==> src/rtl/psg_pkg.sv <==
// Shared constants and helpers for the PSG tone bank.
// Optional noise source is controlled by the PSG_NOISE_EN macro (see psg_tone_bank).
package psg_pkg;

    localparam logic WR_SEL_PERIOD = 1'b0;
    localparam logic WR_SEL_VOL    = 1'b1;

    localparam int        LFSR_W    = 17;
    localparam logic [16:0] LFSR_SEED = 17'h00001;

    // Mix width: volume width plus enough headroom for every tone channel and the noise source.
    function automatic int mix_width(input int ch, input int vol_w);
        return vol_w + $clog2(ch + 2);
    endfunction

endpackage

==> src/rtl/psg_tone_bank_if.sv <==
// CPU-side register write bus of the PSG tone bank.
interface psg_tone_bank_if #(
    parameter int CHANNELS = 3,
    parameter int PERIOD_W = 10
);
    localparam int CH_W = $clog2(CHANNELS + 1);

    logic                wr_en;
    logic [CH_W-1:0]     wr_ch;
    logic                wr_sel;
    logic [PERIOD_W-1:0] wr_data;

    modport master (output wr_en, output wr_ch, output wr_sel, output wr_data);
    modport slave  (input  wr_en, input  wr_ch, input  wr_sel, input  wr_data);
endinterface

==> src/rtl/psg_tone_channel.sv <==
// One square-wave divider: period/volume registers, down-counter and tone flop.
// reload pulses in the cycle the counter is reloaded (tone toggles at that edge).
module psg_tone_channel #(
    parameter int PERIOD_W = 10,
    parameter int VOL_W    = 4
) (
    input  logic                clk,
    input  logic                reset,
    input  logic                tick_en,
    input  logic                period_we,
    input  logic                vol_we,
    input  logic [PERIOD_W-1:0] wr_data,
    output logic                tone,
    output logic [VOL_W-1:0]    vol,
    output logic                reload
);
    logic [PERIOD_W-1:0] period_reg;
    logic [PERIOD_W-1:0] count_reg;
    logic                tone_reg;
    logic [VOL_W-1:0]    vol_reg;

    // A zero period halts the channel; otherwise a reload happens when the count has run out.
    assign reload = tick_en && (period_reg != '0) && (count_reg == '0);
    assign tone   = tone_reg;
    assign vol    = vol_reg;

    // Register writes and the divider step; a reload in the write cycle still sees the old period.
    always_ff @(posedge clk) begin
        if (reset) begin
            period_reg <= '0;
            count_reg  <= '0;
            tone_reg   <= 1'b0;
            vol_reg    <= '0;
        end else begin
            if (period_we) begin
                period_reg <= wr_data;
            end
            if (vol_we) begin
                vol_reg <= wr_data[VOL_W-1:0];
            end
            if (tick_en && (period_reg != '0)) begin
                if (count_reg == '0) begin
                    count_reg <= period_reg;
                    tone_reg  <= ~tone_reg;
                end else begin
                    count_reg <= count_reg - 1'b1;
                end
            end
        end
    end
endmodule

==> src/rtl/psg_tone_bank.sv <==
// Multi-channel PSG tone bank: CHANNELS square-wave dividers, write decode and a registered
// additive mix. Defining PSG_NOISE_EN adds an LFSR noise source at channel index CHANNELS.
module psg_tone_bank
    import psg_pkg::*;
#(
    parameter int  CHANNELS = 3,
    parameter int  PERIOD_W = 10,
    parameter int  VOL_W    = 4,
    localparam int CH_W     = $clog2(CHANNELS + 1),
    localparam int MIX_W    = mix_width(CHANNELS, VOL_W)
) (
    input  logic                clk,
    input  logic                reset,
    input  logic                tick_en,
    psg_tone_bank_if.slave      bus,
    output logic [CHANNELS-1:0] tone_out,
    output logic                noise_out,
    output logic [MIX_W-1:0]    audio_out
);
    logic [VOL_W-1:0]    vol_arr [CHANNELS];
    logic [CHANNELS-1:0] reload_unused;
    logic [MIX_W-1:0]    noise_term;
    logic [MIX_W-1:0]    mix_next;

    for (genvar gi = 0; gi < CHANNELS; gi++) begin : g_ch
        logic hit;
        assign hit = bus.wr_en && (bus.wr_ch == CH_W'(gi));

        psg_tone_channel #(
            .PERIOD_W (PERIOD_W),
            .VOL_W    (VOL_W)
        ) u_ch (
            .clk       (clk),
            .reset     (reset),
            .tick_en   (tick_en),
            .period_we (hit && (bus.wr_sel == WR_SEL_PERIOD)),
            .vol_we    (hit && (bus.wr_sel == WR_SEL_VOL)),
            .wr_data   (bus.wr_data),
            .tone      (tone_out[gi]),
            .vol       (vol_arr[gi]),
            .reload    (reload_unused[gi])
        );
    end

`ifdef PSG_NOISE_EN
    logic              noise_hit;
    logic              noise_reload;
    logic              noise_tone_unused;
    logic [VOL_W-1:0]  noise_vol;
    logic [LFSR_W-1:0] lfsr_reg;

    assign noise_hit = bus.wr_en && (bus.wr_ch == CH_W'(CHANNELS));

    psg_tone_channel #(
        .PERIOD_W (PERIOD_W),
        .VOL_W    (VOL_W)
    ) u_noise (
        .clk       (clk),
        .reset     (reset),
        .tick_en   (tick_en),
        .period_we (noise_hit && (bus.wr_sel == WR_SEL_PERIOD)),
        .vol_we    (noise_hit && (bus.wr_sel == WR_SEL_VOL)),
        .wr_data   (bus.wr_data),
        .tone      (noise_tone_unused),
        .vol       (noise_vol),
        .reload    (noise_reload)
    );

    // The noise divider clocks the LFSR once per reload instead of toggling an output.
    always_ff @(posedge clk) begin
        if (reset) begin
            lfsr_reg <= LFSR_SEED;
        end else if (noise_reload) begin
            lfsr_reg <= {lfsr_reg[0] ^ lfsr_reg[3], lfsr_reg[LFSR_W-1:1]};
        end
    end

    assign noise_out  = lfsr_reg[0];
    assign noise_term = noise_out ? MIX_W'(noise_vol) : '0;
`else
    assign noise_out  = 1'b0;
    assign noise_term = '0;
`endif

    // Sum the volumes of every source whose output is currently high.
    always_comb begin
        mix_next = noise_term;
        for (int i = 0; i < CHANNELS; i++) begin
            if (tone_out[i]) begin
                mix_next = mix_next + MIX_W'(vol_arr[i]);
            end
        end
    end

    // Mix is registered every clock, independent of the prescaler.
    always_ff @(posedge clk) begin
        if (reset) begin
            audio_out <= '0;
        end else begin
            audio_out <= mix_next;
        end
    end
endmodule
==> src/flat_wrapper.sv <==
// flat-port wrapper written by rule: the top's interface ports become plain ports
module psg_tone_bank_flat import psg_pkg::*;
#(
    parameter int  CHANNELS = 3,
    parameter int  PERIOD_W = 10,
    parameter int  VOL_W    = 4,
    localparam int CH_W     = $clog2(CHANNELS + 1),
    localparam int MIX_W    = mix_width(CHANNELS, VOL_W)
)
  (clk, reset, tick_en, tone_out, noise_out, audio_out, bus_wr_en, bus_wr_ch, bus_wr_sel, bus_wr_data);
  psg_tone_bank_if #(.CHANNELS(CHANNELS), .PERIOD_W(PERIOD_W)) bus_i ();
  input  logic clk;
  input  logic reset;
  input  logic tick_en;
  output logic [CHANNELS-1:0] tone_out;
  output logic noise_out;
  output logic [MIX_W-1:0] audio_out;
  input wire logic [$bits(bus_i.wr_en)-1:0] bus_wr_en;
  input wire logic [$bits(bus_i.wr_ch)-1:0] bus_wr_ch;
  input wire logic [$bits(bus_i.wr_sel)-1:0] bus_wr_sel;
  input wire logic [$bits(bus_i.wr_data)-1:0] bus_wr_data;
  assign bus_i.wr_en = bus_wr_en;
  assign bus_i.wr_ch = bus_wr_ch;
  assign bus_i.wr_sel = bus_wr_sel;
  assign bus_i.wr_data = bus_wr_data;
  psg_tone_bank #(.CHANNELS(CHANNELS), .PERIOD_W(PERIOD_W), .VOL_W(VOL_W)) u_core (.clk(clk), .reset(reset), .tick_en(tick_en), .bus(bus_i), .tone_out(tone_out), .noise_out(noise_out), .audio_out(audio_out));
endmodule
==> config.mk <==
export PLATFORM = sky130hd
export DESIGN_NAME = psg_tone_bank_flat
export DESIGN_NICKNAME = d
export VERILOG_FILES = /design/src/rtl/psg_pkg.sv /design/src/rtl/psg_tone_bank_if.sv /design/src/rtl/psg_tone_channel.sv /design/src/rtl/psg_tone_bank.sv /design/src/flat_wrapper.sv
export SDC_FILE = /design/constraint.sdc
export NUM_CORES = 1
export LEC_CHECK = 0
export BUFFER_PORTS_ARGS = -buffer_cell sky130_fd_sc_hd__buf_2
export CORE_ASPECT_RATIO = 2
export CORE_UTILIZATION = 43
export CTS_BUF_LIST = sky130_fd_sc_hd__clkbuf_16
export CTS_CLUSTER_SIZE = 14
export DETAILED_ROUTE_END_ITERATION = 8
export MAX_ROUTING_LAYER = met4
export PLACE_DENSITY_LB_ADDON = 0.05
export SLEW_MARGIN = 30
export SYNTH_ARGS = -nofsm -noshare
export SYNTH_HDL_FRONTEND = slang
export SYNTH_SLANG_ARGS = --single-unit
==> constraint.sdc <==
create_clock -name clk -period 2.5 [get_ports clk]
set_input_delay 0.25 -clock clk [delete_from_list [all_inputs] [get_ports clk]]
set_output_delay 0.25 -clock clk [all_outputs]
set_load 0.02 [all_outputs]
==> flow_summary.ini, run 1 <==
[global_routing]
grt_max_degree = 74
grt_pass1_vias = 3295
grt-ovfl-total = 0
grt.total_usage_pct = 21.8
grt_first_pass_wirelength_mm = 16.2
antenna_found_initial = 0

[setup_path]
rrSetupSlack_ns = 0.05
cp_cell_sequence = and2_4, ha_4, inv_1, fa_2, xnor2_1, nand2_1, xor2_2, ha_1, nor2b_1, o21a_1, o21ai_2, xor2_1, nor2_1
max_stage_delay_ns = 0.34
cp.arrival_ns = 2.64
startpoint = u_core.g_ch[0].u_ch.tone$_SDFFE_PP0P_
required_ns = 2.69
path_max_fanout = 3
cp-end-kind = flop
worstSetupPathType = reg2reg
reg2reg_from = u_core.g_ch[0].u_ch.tone$_SDFFE_PP0P_
worstSetupStartpointType = flop
slowest_stage = dfxtp_2

[timing]
worst_hold_slack_ns = 0.187
min_period_ns = 2.45
slew_headroom_pct = 46.1
period_share_pct = 97.9
setup_violations = 0
fin_skew_ns = 0.00448
worst_pin_slew_ns = 0.808
rsz0062_at_grt = yes
slew_violations = 0
hold_viol = 0
fmax_ghz = 0.408

[synth]
synth_top_cell_by_area = dfxtp_1
synth_cell_types = 65
ys.flop_type = dfxtp_1
netlist_top_cells_area = dfxtp_1 40%, nand2_1 8.1%, a21oi_1 6.6%, mux2i_1 5.1%, nor2_1 4.1%
yosys_warnings = 0
yosysTopAreaCellShare_pct = 39.7
avgSynthCellArea_sq_um = 8.39
ys_ff_latch = 81
synthCells = 487
synth_edf_count = 0
netlist_area_sq_um = 4090
async_flop_share_pct = 0
ys_seq_area_share_pct = 39.7

[detailed_routing]
vias_per_cell = 5.68
wire_per_inst_um = 16.1
drc = 2
first_pass_iters = 6
ant_nets = 0
routed-via-count = 3550
first_iter_violations = 143
routed_wl_mm = 10.1

[outcome]
outcome = finished, violations left
violations = DRC

[final_layout]
fin_nets = 548
postLayoutCoreUtil_pct = 50.7
synthToLayoutAreaGrowth_pct = 15.7
antennaDiodeCount = 0
stdcell_area_sq_um = 4720
drive_above_1_share_pct = 17.1

[clock_tree]
tritoncts = yes
h-tree-depth = 3
cts-hold-fix-buffers = 0
clock_path_buffers = 2
numCtsBuffers = 9
clkTransAtPathRegs_ns = 0.06
clock-sinks = 81
clk_latency_ns = 0.33
clk_root_buffer_cell = clkbuf_16

[placement]
place_area_sq_um = 4350
hpwl_mm = 7.12
place.gp.congestion = 0.812
port_buffers = 25

[die]
die_h_um = 140
die-area_sq_um = 9920
core.rowCount = 50
die_w_um = 70.9
core-area_sq_um = 9320
ios = 28
initial_utilization_pct = 43.8

[worst_hold_path]
hold_start = bus_wr_data[8]
worstHoldPathType = in2reg

[run]
maxCapViolations = 0

[power_and_ir_drop]
p_leak_uw = 0.00185
p_per_area_nw_per_um2 = 721
irDropWorstVdd_uv = 441
[report_power, final]
part | internal (uW) | leakage (uW) | switching, uW
registers | 1340 | 0.000655 | 60.4
clock network | 855 | 0.000146 | 506
logic | 254 | 0.00104 | 391
total | 2450 | 0.00185 | 957
[cell type report]
cell class	instances	area (sq um)
clock buffer	9	225
clock inverter	5	72.6
fill	889	4600
inverter	19	71.3
multi-input combinational	364	2340
sequential	81	1620
tap	104	130
timing repair buffer	43	260
[worst paths after layout]
kind / cells past startpoint / to
worst max-delay path: 13 / u_core.audio_out[4]$_SDFF_PP0_
worst min-delay path: 3 / u_core.g_ch[1].u_ch.period_reg[8]$_SDFFE_PP0P_
worst min register to register: 2 / u_core.g_ch[0].u_ch.period_reg[3]$_SDFFE_PP0P_
worst max register to register: 13 / u_core.audio_out[4]$_SDFF_PP0_
[synthesized netlist by cell type, types with 4 or more instances]
library cell and instances:
nand2_1 88, dfxtp_1 81, a21oi_1 54, nor2_1 45, mux2i_1 21, inv_1 19, o21ai_0 15, clkbuf_1 14
ha_1 11, nand3_1 11, or3_1 9, nor3_1 8, or4_1 7, buf_4 6, o211ai_1 6, nor4_1 5
a31o_1 4, a31oi_1 4, and2_1 4, nor2b_1 4, xnor2_1 4
[layer usage]
metal	share of wire [%]	global-route usage [%]	routed length, um
met1	42	24.3	4200
met2	54	37.6	5400
met3	2.9	4.13	296
met4	1.7	8.53	170
met5	0	-	0
[what timing repair did]
item | 4_1_cts | 5_1_grt
resized for setup | 6 | 9
pin swaps | 4 | 6
endpoints found under the setup margin | 4 | 3
setup buffers | 1 | 1
[cell usage in the layout, fill, tap and decap left out, drive strengths merged, types with 4 or more instances in the layout]
cell	instances
a21oi	55
a31o	4
a31oi	4
and2	4
and3	4
buf	43
clkbuf	9
dfxtp	81
ha	11
inv	19
mux2i	21
nand2	89
nand3	12
nor2	45
nor2b	4
nor3	10
nor4	6
o211ai	6
o21ai	15
o41ai	6
or3	9
or4	10
xnor2	4
[stage by stage]
step / std cells / setup slack [ns] / TNS [ns] / power, uW
after floorplan: 488 / 0.0335 / 0 / 1910
after global placement: 609 / -0.0542 / -0.0542 / 2070
after detailed placement: 609 / -0.0963 / -0.131 / 2070
after CTS: 624 / -0.00221 / -0.00221 / 3440
after global routing: 625 / -0.0533 / -0.0661 / 3580
final: 625 / 0.0519 / 0 / 3410
[critical path: cells and delay by family (launching register included)]
kind	cells	cell delay, ns
AND/OR/NAND/NOR	4	0.44
flip-flops	1	0.34
buffers and inverters	1	0.05
AO/OA/AOI/OAI	2	0.29
adder cells (fa/ha/maj)	3	0.75
XOR/XNOR	3	0.45
[kinds of logic (layout without fill, tap and decap cells)]
group / after synthesis / count (layout) / synth area share [%]
AOI/OAI and AO/OA: 112 / 112 / 18.6
and+or+nand+nor: 206 / 206 / 24.9
other: 1 / 2 / 0.0918
adders and majority gates: 14 / 14 / 4.59
xor gates and xnor gates: 7 / 7 / 1.50
DFF: 81 / 81 / 39.7
muxes: 23 / 23 / 5.70
buffers and inverters: 43 / 76 / 4.93
(Power assumes the default switching activity.)
==> run 2: changes to the inputs <==
Settings changed: BUFFER_PORTS_ARGS -buffer_cell sky130_fd_sc_hd__buf_2 to -buffer_cell sky130_fd_sc_hd__clkbuf_2.
==> flow_summary.ini, run 2 (synthesis results as in run 1) <==
[timing]
slew_headroom_pct = 57.1
fmax_ghz = 0.407
period_share_pct = 98.2
slew_violations = 0
min_period_ns = 2.46
fin_ws_ns = 0.0448
setup_violations = 0
worst_hold_slack_ns = 0.173
fin_skew_ns = 0.00539
worst_pin_slew_ns = 0.641
rsz0062_at_grt = yes
hold_viol = 0

[clock_tree]
clkTransAtPathRegs_ns = 0.06
clk_root_buffer_cell = clkbuf_16
h-tree-depth = 3
tritoncts = yes
numCtsBuffers = 9
clock_path_buffers = 2
clock-sinks = 81
clk_latency_ns = 0.34

[placement]
port_buffers = 25
hpwl_mm = 7.19
place_area_sq_um = 4370
post-place-ws_ns = -0.0542
place.gp.congestion = 0.798

[detailed_routing]
first_pass_iters = 6
ant_nets = 0
first_iter_violations = 219
wl_met1_mm = 4.17
wire_per_inst_um = 15.9
route.met3.wl_um = 252
vias_per_cell = 5.62
wl_met2_mm = 5.31
top_layer = met4
routed-via-count = 3524
routed_wl_mm = 9.96
drc = 0

[final_layout]
postLayoutCoreUtil_pct = 51.4
fin_nets = 548
drive_above_1_share_pct = 18.0
final_common_cell = nand2_1
stdcell_area_sq_um = 4790
final_cell_mix = 86 x nand2_1, 80 x dfxtp_1, 51 x a21oi_1, 45 x nor2_1, 25 x clkbuf_2
antennaDiodeCount = 0
synthToLayoutAreaGrowth_pct = 17.2

[setup_path]
crit_buf_inv = 1
cp.arrival_ns = 2.68
cp_top_family = adder cells
required_ns = 2.72
cp_cell_sequence = and2_4, ha_4, inv_2, fa_2, xnor2_2, nand2_2, xor2_2, ha_1, nor2b_1, o21a_1, o21ai_2, xor2_1, nor2_1
worstSetupStartpointType = flop
worstSetupPathType = reg2reg
max_stage_delay_ns = 0.36
cp-end-kind = flop
slowest_stage = fa_2
path_max_fanout = 3

[power_and_ir_drop]
p_total_uw = 3460
irDropWorstVdd_uv = 466
p_leak_uw = 0.00187
p_per_area_nw_per_um2 = 723

[global_routing]
grt_max_degree = 75
grt.total_usage_pct = 22.2
grt_first_pass_wirelength_mm = 16.5
grt-ovfl-total = 0
grt_pass1_vias = 3335
antenna_found_initial = 0

[die]
core.rowCount = 50
ios = 28
die_h_um = 140
initial_utilization_pct = 43.8
die-area_sq_um = 9920
die_w_um = 70.9
core-area_sq_um = 9320

[run]
maxCapViolations = 0

[worst_hold_path]
worstHoldPathType = in2reg

[outcome]
outcome = complete, no violations
run 2: changes by cell type in the layout (fill, tap and decap cells not counted), moves of 2 or more:
cell | previous run | this run
xnor2_2 | 0 | 2
clkbuf_2 | 0 | 25
buf_4 | 18 | 16
buf_2 | 25 | 0
xnor2_1 | 4 | 2
run 2: layout make-up:
cell class              instances  area [sq um]
fillers                       900          4530
repair buffers                 43           277
flip-flops and latches         81          1620
inverters                      19          71.3
clock buffers                   9           225
clock inverters                 7          85.1
multi-input cells             364          2380
well taps                     104           130
run 2: metrics by stage:
| step | setup TNS, ns | std cells |
|---|---|---|
| floorplan | 0 | 488 |
| global placement | -0.0231 | 610 |
| detailed placement | -0.0542 | 610 |
| CTS | -0.0341 | 626 |
| global route | -0.0968 | 627 |
| finish | 0 | 627 |
run 2: tightest hold or removal path: stages:
cell and delay [ns]:
clkbuf_2 0.11, nand2_1 0.06, a21oi_1 0.05
run 2: where the power goes:
part / total (uW) / internal (uW) / switching (uW)
clock: 1400 / 864 / 533
sequential: 1400 / 1340 / 62.1
combinational: 662 / 268 / 394
total: 3460 / 2470 / 989
run 2: what timing repair did:
item                                    4_1_cts  5_1_grt
setup buffers                                 0        1
endpoints found under the setup margin        1        4
pin swaps                                     0        6
hold buffers                                  0        0
resized for setup                             1       19
run 2: path summary, 6_finish.rpt:
| kind | startpoint | endpoint | slack (ns) | cells after the start |
|---|---|---|---|---|
| max | u_core.g_ch[0].u_ch.tone$_SDFFE_PP0P_ | u_core.audio_out[4]$_SDFF_PP0_ | 0.04 | 13 |
| min | bus_wr_data[6] | u_core.g_ch[1].u_ch.period_reg[6]$_SDFFE_PP0P_ | 0.17 | 3 |
| max reg2reg | u_core.g_ch[0].u_ch.tone$_SDFFE_PP0P_ | u_core.audio_out[4]$_SDFF_PP0_ | 0.04 | 13 |
| min reg2reg | u_core.g_ch[2].u_ch.period_reg[1]$_SDFFE_PP0P_ | u_core.g_ch[2].u_ch.period_reg[1]$_SDFFE_PP0P_ | 0.47 | 2 |
run 2: per-layer routing:
| layer | vias up | GRT usage [%] |
|---|---|---|
| met5 | - | - |
| met4 | 0 | 9.37 |
| met3 | 16 | 3.69 |
| met2 | 50 | 37.6 |
| met1 | 1668 | 25.7 |
| li1 | 1790 | - |
